## config.mk

```make
export PLATFORM = sky130hd
export DESIGN_NAME = threads_mask_sequencer_flat
export DESIGN_NICKNAME = d
export VERILOG_FILES = /design/src/rtl/threads_mask_pkg.sv /design/src/rtl/threads_mask_sequencer_if.sv /design/src/rtl/threads_mask_select.sv /design/src/rtl/threads_mask_sequencer.sv /design/src/flat_wrapper.sv
export SDC_FILE = /design/constraint.sdc
export NUM_CORES = 1
export LEC_CHECK = 0
export ABC_AREA = 1
export CAP_MARGIN = 20
export CORE_UTILIZATION = 45
export DETAILED_ROUTE_END_ITERATION = 10
export PLACE_DENSITY_LB_ADDON = 0.15
export SYNTH_ARGS = -nofsm -noshare
export SYNTH_HDL_FRONTEND = slang
export SYNTH_SLANG_ARGS = --single-unit
```

## constraint.sdc

```tcl
create_clock -name clk -period 1.7 [get_ports clk]
set_input_delay 0.425 -clock clk [delete_from_list [all_inputs] [get_ports clk]]
set_output_delay 0.425 -clock clk [all_outputs]
set_load 0.02 [all_outputs]
```

## src/rtl/threads_mask_pkg.sv

```systemverilog
`default_nettype none
// ============================================================================
// Module   : threads_mask_pkg
// Brief    : Canonical threads_mask codes, geometry and sequencer state type.
// Revision : 1.0
// ============================================================================
package threads_mask_pkg;

    localparam int THREADS = 8;
    localparam int PAIRS   = 4;

    localparam logic [3:0] C_CODE_ALL  = 4'b0000;
    localparam logic [3:0] C_CODE_LOW  = 4'b1000;
    localparam logic [3:0] C_CODE_HIGH = 4'b1010;
    localparam logic [3:0] C_CODE_P0   = 4'b1100;
    localparam logic [3:0] C_CODE_P1   = 4'b1101;
    localparam logic [3:0] C_CODE_P2   = 4'b1110;
    localparam logic [3:0] C_CODE_P3   = 4'b1111;

    typedef enum logic [0:0] {
        ST_IDLE  = 1'b0,
        ST_ISSUE = 1'b1
    } seq_state_t;

    // A pair is pending when either of its two threads is pending.
    function automatic logic [PAIRS-1:0] pair_reduce(input logic [THREADS-1:0] i_threads);
        logic [PAIRS-1:0] w_pairs;
        for (int k = 0; k < PAIRS; k++) begin
            w_pairs[k] = i_threads[2*k] | i_threads[2*k+1];
        end
        return w_pairs;
    endfunction

endpackage
`default_nettype wire

```

## src/rtl/threads_mask_sequencer_if.sv

```systemverilog
`default_nettype none
// ============================================================================
// Module   : threads_mask_sequencer_if
// Brief    : Request and mask-issue handshake bundle of the sequencer.
// Revision : 1.0
// ============================================================================
interface threads_mask_sequencer_if;
    import threads_mask_pkg::*;

    logic                 flush;
    logic                 req_valid;
    logic                 req_ready;
    logic [THREADS-1:0]   req_threads;
    logic                 mask_valid;
    logic                 mask_ready;
    logic [3:0]           threads_mask;
    logic                 mask_last;
    logic                 done;
    logic [2:0]           issue_cnt;

    // master: the sequencer itself; slave: scheduler plus mask consumer.
    modport master (
        input  flush, req_valid, req_threads, mask_ready,
        output req_ready, mask_valid, threads_mask, mask_last, done, issue_cnt
    );

    modport slave (
        output flush, req_valid, req_threads, mask_ready,
        input  req_ready, mask_valid, threads_mask, mask_last, done, issue_cnt
    );
endinterface
`default_nettype wire

```

## src/rtl/threads_mask_select.sv

```systemverilog
`default_nettype none
// ============================================================================
// Module   : threads_mask_select
// Brief    : Picks the next threads_mask code covering the pending pairs.
// Revision : 1.0
// ============================================================================
module threads_mask_select
    import threads_mask_pkg::*;
#(
    parameter bit ALLOW_QUAD = 1'b1
) (
    input  wire logic [PAIRS-1:0] i_pair_req,
    output logic      [3:0]       o_code,
    output logic      [PAIRS-1:0] o_covered,
    output logic                  o_last
);

    always_comb begin
        o_code    = C_CODE_ALL;
        o_covered = '0;
        if (&i_pair_req) begin
            o_code    = C_CODE_ALL;
            o_covered = 4'b1111;
        end else if (ALLOW_QUAD && i_pair_req[0] && i_pair_req[1]) begin
            o_code    = C_CODE_LOW;
            o_covered = 4'b0011;
        end else if (ALLOW_QUAD && i_pair_req[2] && i_pair_req[3]) begin
            o_code    = C_CODE_HIGH;
            o_covered = 4'b1100;
        end else if (i_pair_req[0]) begin
            o_code    = C_CODE_P0;
            o_covered = 4'b0001;
        end else if (i_pair_req[1]) begin
            o_code    = C_CODE_P1;
            o_covered = 4'b0010;
        end else if (i_pair_req[2]) begin
            o_code    = C_CODE_P2;
            o_covered = 4'b0100;
        end else if (i_pair_req[3]) begin
            o_code    = C_CODE_P3;
            o_covered = 4'b1000;
        end
    end

    assign o_last = ((i_pair_req & ~o_covered) == '0);

endmodule
`default_nettype wire

```

## src/rtl/threads_mask_sequencer.sv

```systemverilog
`default_nettype none
// ============================================================================
// Module   : threads_mask_sequencer
// Brief    : Issues the threads_mask codes covering an 8-thread pending set.
// Revision : 1.0
// ============================================================================
module threads_mask_sequencer
    import threads_mask_pkg::*;
#(
    parameter bit ALLOW_QUAD = 1'b1
) (
    input  wire logic                clk,
    input  wire logic                reset_n,
    threads_mask_sequencer_if.master bus
);

    seq_state_t          r_state;
    logic [PAIRS-1:0]    r_pair_req;
    logic [3:0]          r_mask;
    logic                r_last;
    logic                r_done;
    logic [2:0]          r_cnt;

    seq_state_t          w_state_nxt;
    logic [PAIRS-1:0]    w_pair_nxt;
    logic [3:0]          w_mask_nxt;
    logic                w_last_nxt;
    logic                w_done_nxt;
    logic [2:0]          w_cnt_nxt;

    logic [PAIRS-1:0]    w_new_pairs;
    logic [PAIRS-1:0]    w_sel_pairs;
    logic [3:0]          w_sel_code;
    logic [PAIRS-1:0]    w_sel_covered;
    logic                w_sel_last;

    // r_pair_req holds the pairs still owed after the code currently presented.
    assign w_new_pairs = pair_reduce(bus.req_threads);
    assign w_sel_pairs = (r_state == ST_IDLE) ? w_new_pairs : r_pair_req;

    threads_mask_select #(
        .ALLOW_QUAD (ALLOW_QUAD)
    ) u_select (
        .i_pair_req (w_sel_pairs),
        .o_code     (w_sel_code),
        .o_covered  (w_sel_covered),
        .o_last     (w_sel_last)
    );

    always_comb begin
        w_state_nxt = r_state;
        w_pair_nxt  = r_pair_req;
        w_mask_nxt  = r_mask;
        w_last_nxt  = r_last;
        w_done_nxt  = 1'b0;
        w_cnt_nxt   = r_cnt;
        if (bus.flush) begin
            w_state_nxt = ST_IDLE;
            w_pair_nxt  = '0;
            w_last_nxt  = 1'b0;
        end else begin
            case (r_state)
                ST_IDLE: begin
                    if (bus.req_valid) begin
                        w_cnt_nxt = 3'd0;
                        if (w_new_pairs != '0) begin
                            w_state_nxt = ST_ISSUE;
                            w_mask_nxt  = w_sel_code;
                            w_last_nxt  = w_sel_last;
                            w_pair_nxt  = w_new_pairs & ~w_sel_covered;
                        end else begin
                            w_done_nxt  = 1'b1;
                        end
                    end
                end
                ST_ISSUE: begin
                    if (bus.mask_ready) begin
                        w_cnt_nxt = (r_cnt == 3'd7) ? r_cnt : r_cnt + 3'd1;
                        if (r_last) begin
                            w_state_nxt = ST_IDLE;
                            w_last_nxt  = 1'b0;
                            w_done_nxt  = 1'b1;
                        end else begin
                            w_mask_nxt  = w_sel_code;
                            w_last_nxt  = w_sel_last;
                            w_pair_nxt  = r_pair_req & ~w_sel_covered;
                        end
                    end
                end
                default: begin
                    w_state_nxt = ST_IDLE;
                end
            endcase
        end
    end

    always_ff @(posedge clk) begin
        if (!reset_n) begin
            r_state    <= ST_IDLE;
            r_pair_req <= '0;
            r_mask     <= C_CODE_ALL;
            r_last     <= 1'b0;
            r_done     <= 1'b0;
            r_cnt      <= 3'd0;
        end else begin
            r_state    <= w_state_nxt;
            r_pair_req <= w_pair_nxt;
            r_mask     <= w_mask_nxt;
            r_last     <= w_last_nxt;
            r_done     <= w_done_nxt;
            r_cnt      <= w_cnt_nxt;
        end
    end

    assign bus.req_ready    = (r_state == ST_IDLE) && reset_n;
    assign bus.mask_valid   = (r_state == ST_ISSUE);
    assign bus.threads_mask = r_mask;
    assign bus.mask_last    = r_last;
    assign bus.done         = r_done;
    assign bus.issue_cnt    = r_cnt;

endmodule
`default_nettype wire

```

## src/flat_wrapper.sv

```systemverilog
// flat-port wrapper written by rule: the top's interface ports become plain ports
module threads_mask_sequencer_flat import threads_mask_pkg::*;
#(
    parameter bit ALLOW_QUAD = 1'b1
)
  (clk, reset_n, bus_flush, bus_req_valid, bus_req_threads, bus_mask_ready, bus_req_ready, bus_mask_valid, bus_threads_mask, bus_mask_last, bus_done, bus_issue_cnt);
  threads_mask_sequencer_if bus_i ();
  input  wire logic clk;
  input  wire logic reset_n;
  input wire logic [$bits(bus_i.flush)-1:0] bus_flush;
  input wire logic [$bits(bus_i.req_valid)-1:0] bus_req_valid;
  input wire logic [$bits(bus_i.req_threads)-1:0] bus_req_threads;
  input wire logic [$bits(bus_i.mask_ready)-1:0] bus_mask_ready;
  output wire logic [$bits(bus_i.req_ready)-1:0] bus_req_ready;
  output wire logic [$bits(bus_i.mask_valid)-1:0] bus_mask_valid;
  output wire logic [$bits(bus_i.threads_mask)-1:0] bus_threads_mask;
  output wire logic [$bits(bus_i.mask_last)-1:0] bus_mask_last;
  output wire logic [$bits(bus_i.done)-1:0] bus_done;
  output wire logic [$bits(bus_i.issue_cnt)-1:0] bus_issue_cnt;
  assign bus_i.flush = bus_flush;
  assign bus_i.req_valid = bus_req_valid;
  assign bus_i.req_threads = bus_req_threads;
  assign bus_i.mask_ready = bus_mask_ready;
  assign bus_req_ready = bus_i.req_ready;
  assign bus_mask_valid = bus_i.mask_valid;
  assign bus_threads_mask = bus_i.threads_mask;
  assign bus_mask_last = bus_i.mask_last;
  assign bus_done = bus_i.done;
  assign bus_issue_cnt = bus_i.issue_cnt;
  threads_mask_sequencer #(.ALLOW_QUAD(ALLOW_QUAD)) u_core (.clk(clk), .reset_n(reset_n), .bus(bus_i));
endmodule
```

==> summary.md <==
| Metric | Value |
|---|---|
| Core Region | 0.00182 mm² |
| H-tree depth | 1 |
| Clock-pin slew on the worst setup and hold paths | 0.09 ns |
| Critical Path AT | 1.22 ns |
| Final Hold Viols | 0 |
| First-pass GRT wire length | 3260 µm |
| Slew @ Worst Pin | 0.226 ns |
| Die Span Y | 47.2 µm |
| Postcts setup bufs | 0 |
| Achievable Freq | 609 MHz |
| # IOs | 24 |
| Max cap viols | 0 |
| Synth Instances | 146 |
| Post-synth top cells | nand2_1 (47), inv_1 (24), nor2_1 (24) |
| Min-delay worst type | register to register |
| Dpl cells | 200 |
| Setup TNS | 0 ns |
| Critical path's top delay family | buffers and inverters |
| Ys flop type | dfxtp_1 |
| # diodes | 0 |
| Cell variety after synth | 23 |
| Worst-path maximum fanout | 2 |
| Number of global-route vias before repair | 815 |
| Sw Share | 30.8% |
| Mapped Area | 921 µm² |
| Via Count | 931 |
| P_int | 577 µW |
| Asr flop ratio synth | 0% |
| Initial antenna violation count | 0 |
| Sequential power share | 42.3% |
| Vias/cell | 4.56 |
| Clock share of power | 29.4% |
| Comb power frac | 28.3% |
| Port buffer count | 23 |
| VDD IR max | 0.584 mV |
| Maximum clock path buffer count | 2 |
| Skew-Pair Late Insertion Delay | 0.28 ns |
| TritonRoute pass-1 iters | 4 |
| All-Layer GR Usage | 21.3% |
| Final min period | 1.64 ns |
| Post-route ant nets | 0 |
| Clk_skew | 0.00189 ns |
| Final instance area | 0.00127 mm² |
| CP max stage cell | clkdlybuf4s50_1 |
| WP buf/inv | 1 |
| Leak | 0.710 nW |
| Num rows | 15 |
| Ys Warns | 0 |
| Final Setup Violations | 0 |
| Global route total overflow | 0 |
| Critical Path RT | 1.27 ns |
| Crit path cell chain | clkdlybuf4s50_1 |
| Main area contributors after synthesis | dfxtp_1 (30%), nand2_1 (19%), inv_1 (9.8%), nor2_1 (9.8%), nand2_2 (3.4%) |
| Area Growth Syn to Fin | 37.6% |
| DIE AREA | 0.00223 mm² |
| CTS tree | done |
| Hold buffers post-CTS | 0 |
| Avg Inst Size Synth | 6.31 µm² |
| Final core utilization | 69.6% |
| Die width | 47.2 µm |
| Syn nets | 161 |
| Sequential share of the synthesized area | 30.4% |
| Storage element area | 280 µm² |
| Placed Instance Area | 0.00122 mm² |
| Initial Util | 50.6% |
| Seq cells post-synth | 14 |
| Dominant cell type by area after synthesis | dfxtp_1 |
| Final Max Tran Viols | 0 |
| Drt drc | 0 |
| Num CTS Buffers | 3 |
| Worst setup SP type | register |
| Fin cells | 204 |
| EDFF count, synth | 0 |
| RSZ-0062 raised after global routing | no |
| Element type at the critical path end | output port |
| Slew headroom | 84.9% |
| Delay of the slowest critical-path stage | 0.60 ns |
| DR iter-0 viols | 11 |
| Root buf cell | clkbuf_4 |
| # clock sinks | 14 |
| Drt total wl | 1970 µm |
| CP Class | register to output port |
| Fillers | 168 |
| Share of cells above drive strength 1 | 17.9% |
| Footprint of the multi-input gates | 527 µm² |
| Final period util | 96.6% |
| Power per cell area | 658 mW/mm² |
| Post-DP HPWL | 1640 µm |
| Gpl congestion | 0.827 |
| Largest net degree at the start of global routing | 9 |
| Final Power | 834 µW |
| Status | finished clean |
| Sw Pwr | 257 µW |
| Nets | 195 |
| WL/cell | 9.66 µm |
| Most frequent cell after synthesis | nand2_1 |
| Synth top area share | 30.4% |
final cells by class:
type                            count  area share (%)
Sequential cell                    14            22.1
Timing Repair Buffer               30            22.9
Multi-Input combinational cell    104            41.6
Inverter                           27            8.09
Tap cell                           25            2.47
Clock buffer                        4            2.86
sequential cells by signal (all words and copies together) (netlist names):
name,cells
u_core.bus.threads_mask,4
u_core.bus.issue_cnt,3
u_core.bus.mask_last,1
u_core.r_pair_req,4
u_core.bus.done,1
u_core.bus.mask_valid,1
routing by layer:
| layer | global-route usage (%) | wire length (µm) | vias to the layer above |
|---|---|---|---|
| met4 | 10.3 | 26 | 0 |
| met3 | 3.46 | 49 | 4 |
| met2 | 36.2 | 997 | 12 |
| li1 | - | - | 509 |
| met1 | 25.9 | 898 | 406 |
| met5 | 0 | 0 | - |
layout by cell type (no fill, tap or decap), types with 5 or more instances in the layout:
cell and n:
dfxtp_1 14, buf_4 8, nand2_1 47, clkdlybuf4s50_1 15, nand2_2 5, nand3_1 5, dlymetal6s2s_1 5, a21oi_1 6
nor2_1 24, inv_1 23
what timing repair did:
| action | CTS | global route |
|---|---|---|
| resized for setup | 6 | 7 |
| setup endpoints to repair | 3 | 5 |
| pin swaps | 0 | 1 |
through the flow:
step                worst slack, ns  hold WS (ns)
floorplan                     0.330         0.458
global placement             -0.381         0.469
detailed placement           -0.424         0.477
CTS                        0.000680         0.491
global route                0.00439         0.511
finish                       0.0581         0.488
power by group through the flow:
stage / clock network (mW) / registers (mW) / logic [mW]
final: 0.246 / 0.353 / 0.236
after global routing: 0.267 / 0.356 / 0.262
after CTS: 0.250 / 0.353 / 0.237
after detailed placement: 0 / 0.361 / 0.239
after global placement: 0 / 0.361 / 0.234
after floorplan: 0 / 0.376 / 0.132
logic make-up after synthesis:
logic type      Yosys count  share of synthesized area [%]
simple gates             91                           46.5
compound gates           11                           8.02
flops                    14                           30.4
buf+inv                  28                           12.4
fa+ha+maj                 2                           2.72
worst paths after layout:
kind,startpoint,endpoint,slack [ns],cells after the start
max reg2reg,u_core.bus.mask_valid,u_core.bus.threads_mask[3],0.27,10
min reg2reg,u_core.r_pair_req[1],u_core.r_pair_req[1],0.49,2
min,u_core.r_pair_req[1],u_core.r_pair_req[1],0.49,2
max,u_core.bus.threads_mask[1],bus_threads_mask[1],0.06,1
No activity file was read; power rests on OpenSTA's default activity.
==> variant (same flow settings) <==
Change the package constant `PAIRS` from 4 to 8.
--- a/src/rtl/threads_mask_pkg.sv
+++ b/src/rtl/threads_mask_pkg.sv
@@ -9,3 +9,3 @@
     localparam int THREADS = 8;
-    localparam int PAIRS   = 4;
+    localparam int PAIRS   = 8;
 
Formal check against the unedited RTL: not equivalent (Yosys sat finds a counterexample within 4 cycles, from zero or initial values and one cycle with reset_n low).
==> variant against the unedited design <==
Critical endpoint is now bus_threads_mask[2]; synthesized cell count decreased by 21%; sequential cell count unchanged; clock skew up 2.1 ps; wire length decreased by 3.9%; utilization fell by 2.4 points; setup slack lost 5.2 ps; largest cell class unchanged; hold slack got worse by 4.2 ps; synthesized area shrank 12%; power is 2.7% lower; design area down 9.4%; combinational power shrank 8.9%.
==> variant: results (changes against the unedited design) <==
- Reg clk slew, reported paths: 80 ps
* # fillers: 158 (was 168)
- The layout cell share with drive strength beyond 1 was 19.73% (was 17.88%).
* R2R Setup Slk: 240 ps (was 270 ps)
* Worst slack after detailed placement: -353.0 ps (was -424.0 ps)
- The cell leakage power was 0.0005911 µW (was 0.0007101 µW).
- The sequential element share of the synthesized area was 34.41% (was 30.43%).
* Mapped Nets: 130 (was 161)
* Worst r2r path cells: 9 (was 10)
* Total instance count after detailed placement: 168 (was 200)
* Weighted congestion at the end of routability-driven global placement: 0.8061 (was 0.8270)
- Setup clock skew after layout: 4.017 ps (was 1.892 ps)
- Start of the worst register-to-register path: u_core.bus.mask_valid (unchanged)
* Slowest cell on the critical path: sky130_fd_sc_hd__clkdlybuf4s50_1 (unchanged)
- Antenna violations before repair: 0 (unchanged)
- The async set or reset register ratio after synthesis was 0% (unchanged).
* Worst IR Drop VDD: 0.6650 mV (was 0.5842 mV)
* Worst hold slack across all endpoints: 484.2 ps (was 488.4 ps)
- Commonest cells post-synth: 26 x sky130_fd_sc_hd__nand2_1, 15 x sky130_fd_sc_hd__inv_1, 14 x sky130_fd_sc_hd__dfxtp_1 (was 47 x sky130_fd_sc_hd__nand2_1, 24 x sky130_fd_sc_hd__inv_1, 24 x sky130_fd_sc_hd__nor2_1).
- The latest clock arrival within the worst-skew pair is 280 ps (about the same).
- The largest net degree at the start of global routing is 13 (was 9).
- Overall via count from detail_route: 860 (was 931)
- The synthesized area per cell was 7.083 µm² (was 6.307 µm²).
- The first-pass iteration count of the detailed router is 6 (was 4).
* Max H-tree Level: 1 (unchanged)
- The final net count is 163 (was 195).
- The synthesis warning total came to 0 (unchanged).
- The violation count after the first detailed-routing iteration is 10 (was 11).
- The final routed wirelength across all metal layers came to 1894 µm (was 1971 µm).
- Post-detail-place hpwl: 1446 µm (was 1644 µm)
* Via count of the first global-routing pass: 792 (was 815)
- Synth area leaders: sky130_fd_sc_hd__dfxtp_1 34%, sky130_fd_sc_hd__nand2_1 12%, sky130_fd_sc_hd__inv_1 6.9%, sky130_fd_sc_hd__nor2_1 6.0%, sky130_fd_sc_hd__a21oi_1 4.9% (was sky130_fd_sc_hd__dfxtp_1 30%, sky130_fd_sc_hd__nand2_1 19%, sky130_fd_sc_hd__inv_1 9.8%, sky130_fd_sc_hd__nor2_1 9.8%, sky130_fd_sc_hd__nand2_2 3.4%)
- Result of the run: completed (unchanged)
* Wire length of the first global-routing pass: 3139 µm (was 3256 µm)
- Worst-case hold path end point: u_core.bus.threads_mask[2] (was u_core.r_pair_req[1])
* Detail-routed via count per cell: 5.000 (was 4.564)
- The overall fraction of global-route tracks in use was 21.53% (was 21.29%).
- Hold wc startpoint: u_core.bus.threads_mask[2] (was u_core.r_pair_req[1])
* Total placed instance area: 1110 µm² (was 1224 µm²)
- Number of buffers on the longest clock path: 2 (unchanged)
- The worst-margin pin slew is 237.1 ps (was 225.7 ps).
- Footprint of the multi-input gates: 459.2 µm² (was 526.8 µm²)
[variant: how the worst max path moves through the flow]
stage	startpoint	to	slack, ps
final	u_core.bus.threads_mask[2]	bus_threads_mask[2]	50
after global routing	u_core.bus.threads_mask[3]	bus_threads_mask[3]	0.4
after CTS	u_core.bus.mask_valid	bus_mask_valid	4
after detailed placement	reset_n	bus_req_ready	-350
after global placement	reset_n	bus_req_ready	-350
after floorplan	u_core.bus.mask_valid	bus_req_ready	390
[variant: cell type report]
class / count / share of cell area, %
Timing Repair Buffer: 29 / 24.18
Sequential cell: 14 / 24.40
Multi-Input combinational cell: 83 / 39.98
Inverter: 17 / 5.556
Clock buffer: 4 / 3.159
Tap cell: 25 / 2.723
[variant: through the flow]
step	total power, µW	TNS (ps)
2_1_floorplan	491.1	0
5_1_grt	852.6	0
6_report	811.8	0
3_3_place_gp	572.0	-352.7
4_1_cts	811.9	0
3_5_place_dp	578.2	-494.9
[variant: where the power goes]
part	leakage (µW)	total [µW]	internal, µW	switching (µW)
registers	0.000114	353	343	9.62
clock network	0.0000210	243	130	113
logic	0.000456	215	95.2	120
total	0.000591	812	569	243
[variant: logic make-up (layout without fill, tap and decap cells)]
logic type                 Yosys count  after routing  synth area share [%]
AOI/OAI and AO/OA                   23             23                 17.82
adders and majority gates            2              2                 3.072
buffers and inverters               18             50                 9.216
DFF                                 14             14                 34.41
and+or+nand+nor                     58             58                 35.48
[variant: per-layer routing]
layer	share of wire (%)	global-route usage, %
met5	0	0
met4	1.3	10.30
met3	3.9	5.714
met2	53	37.94
met1	41	23.76
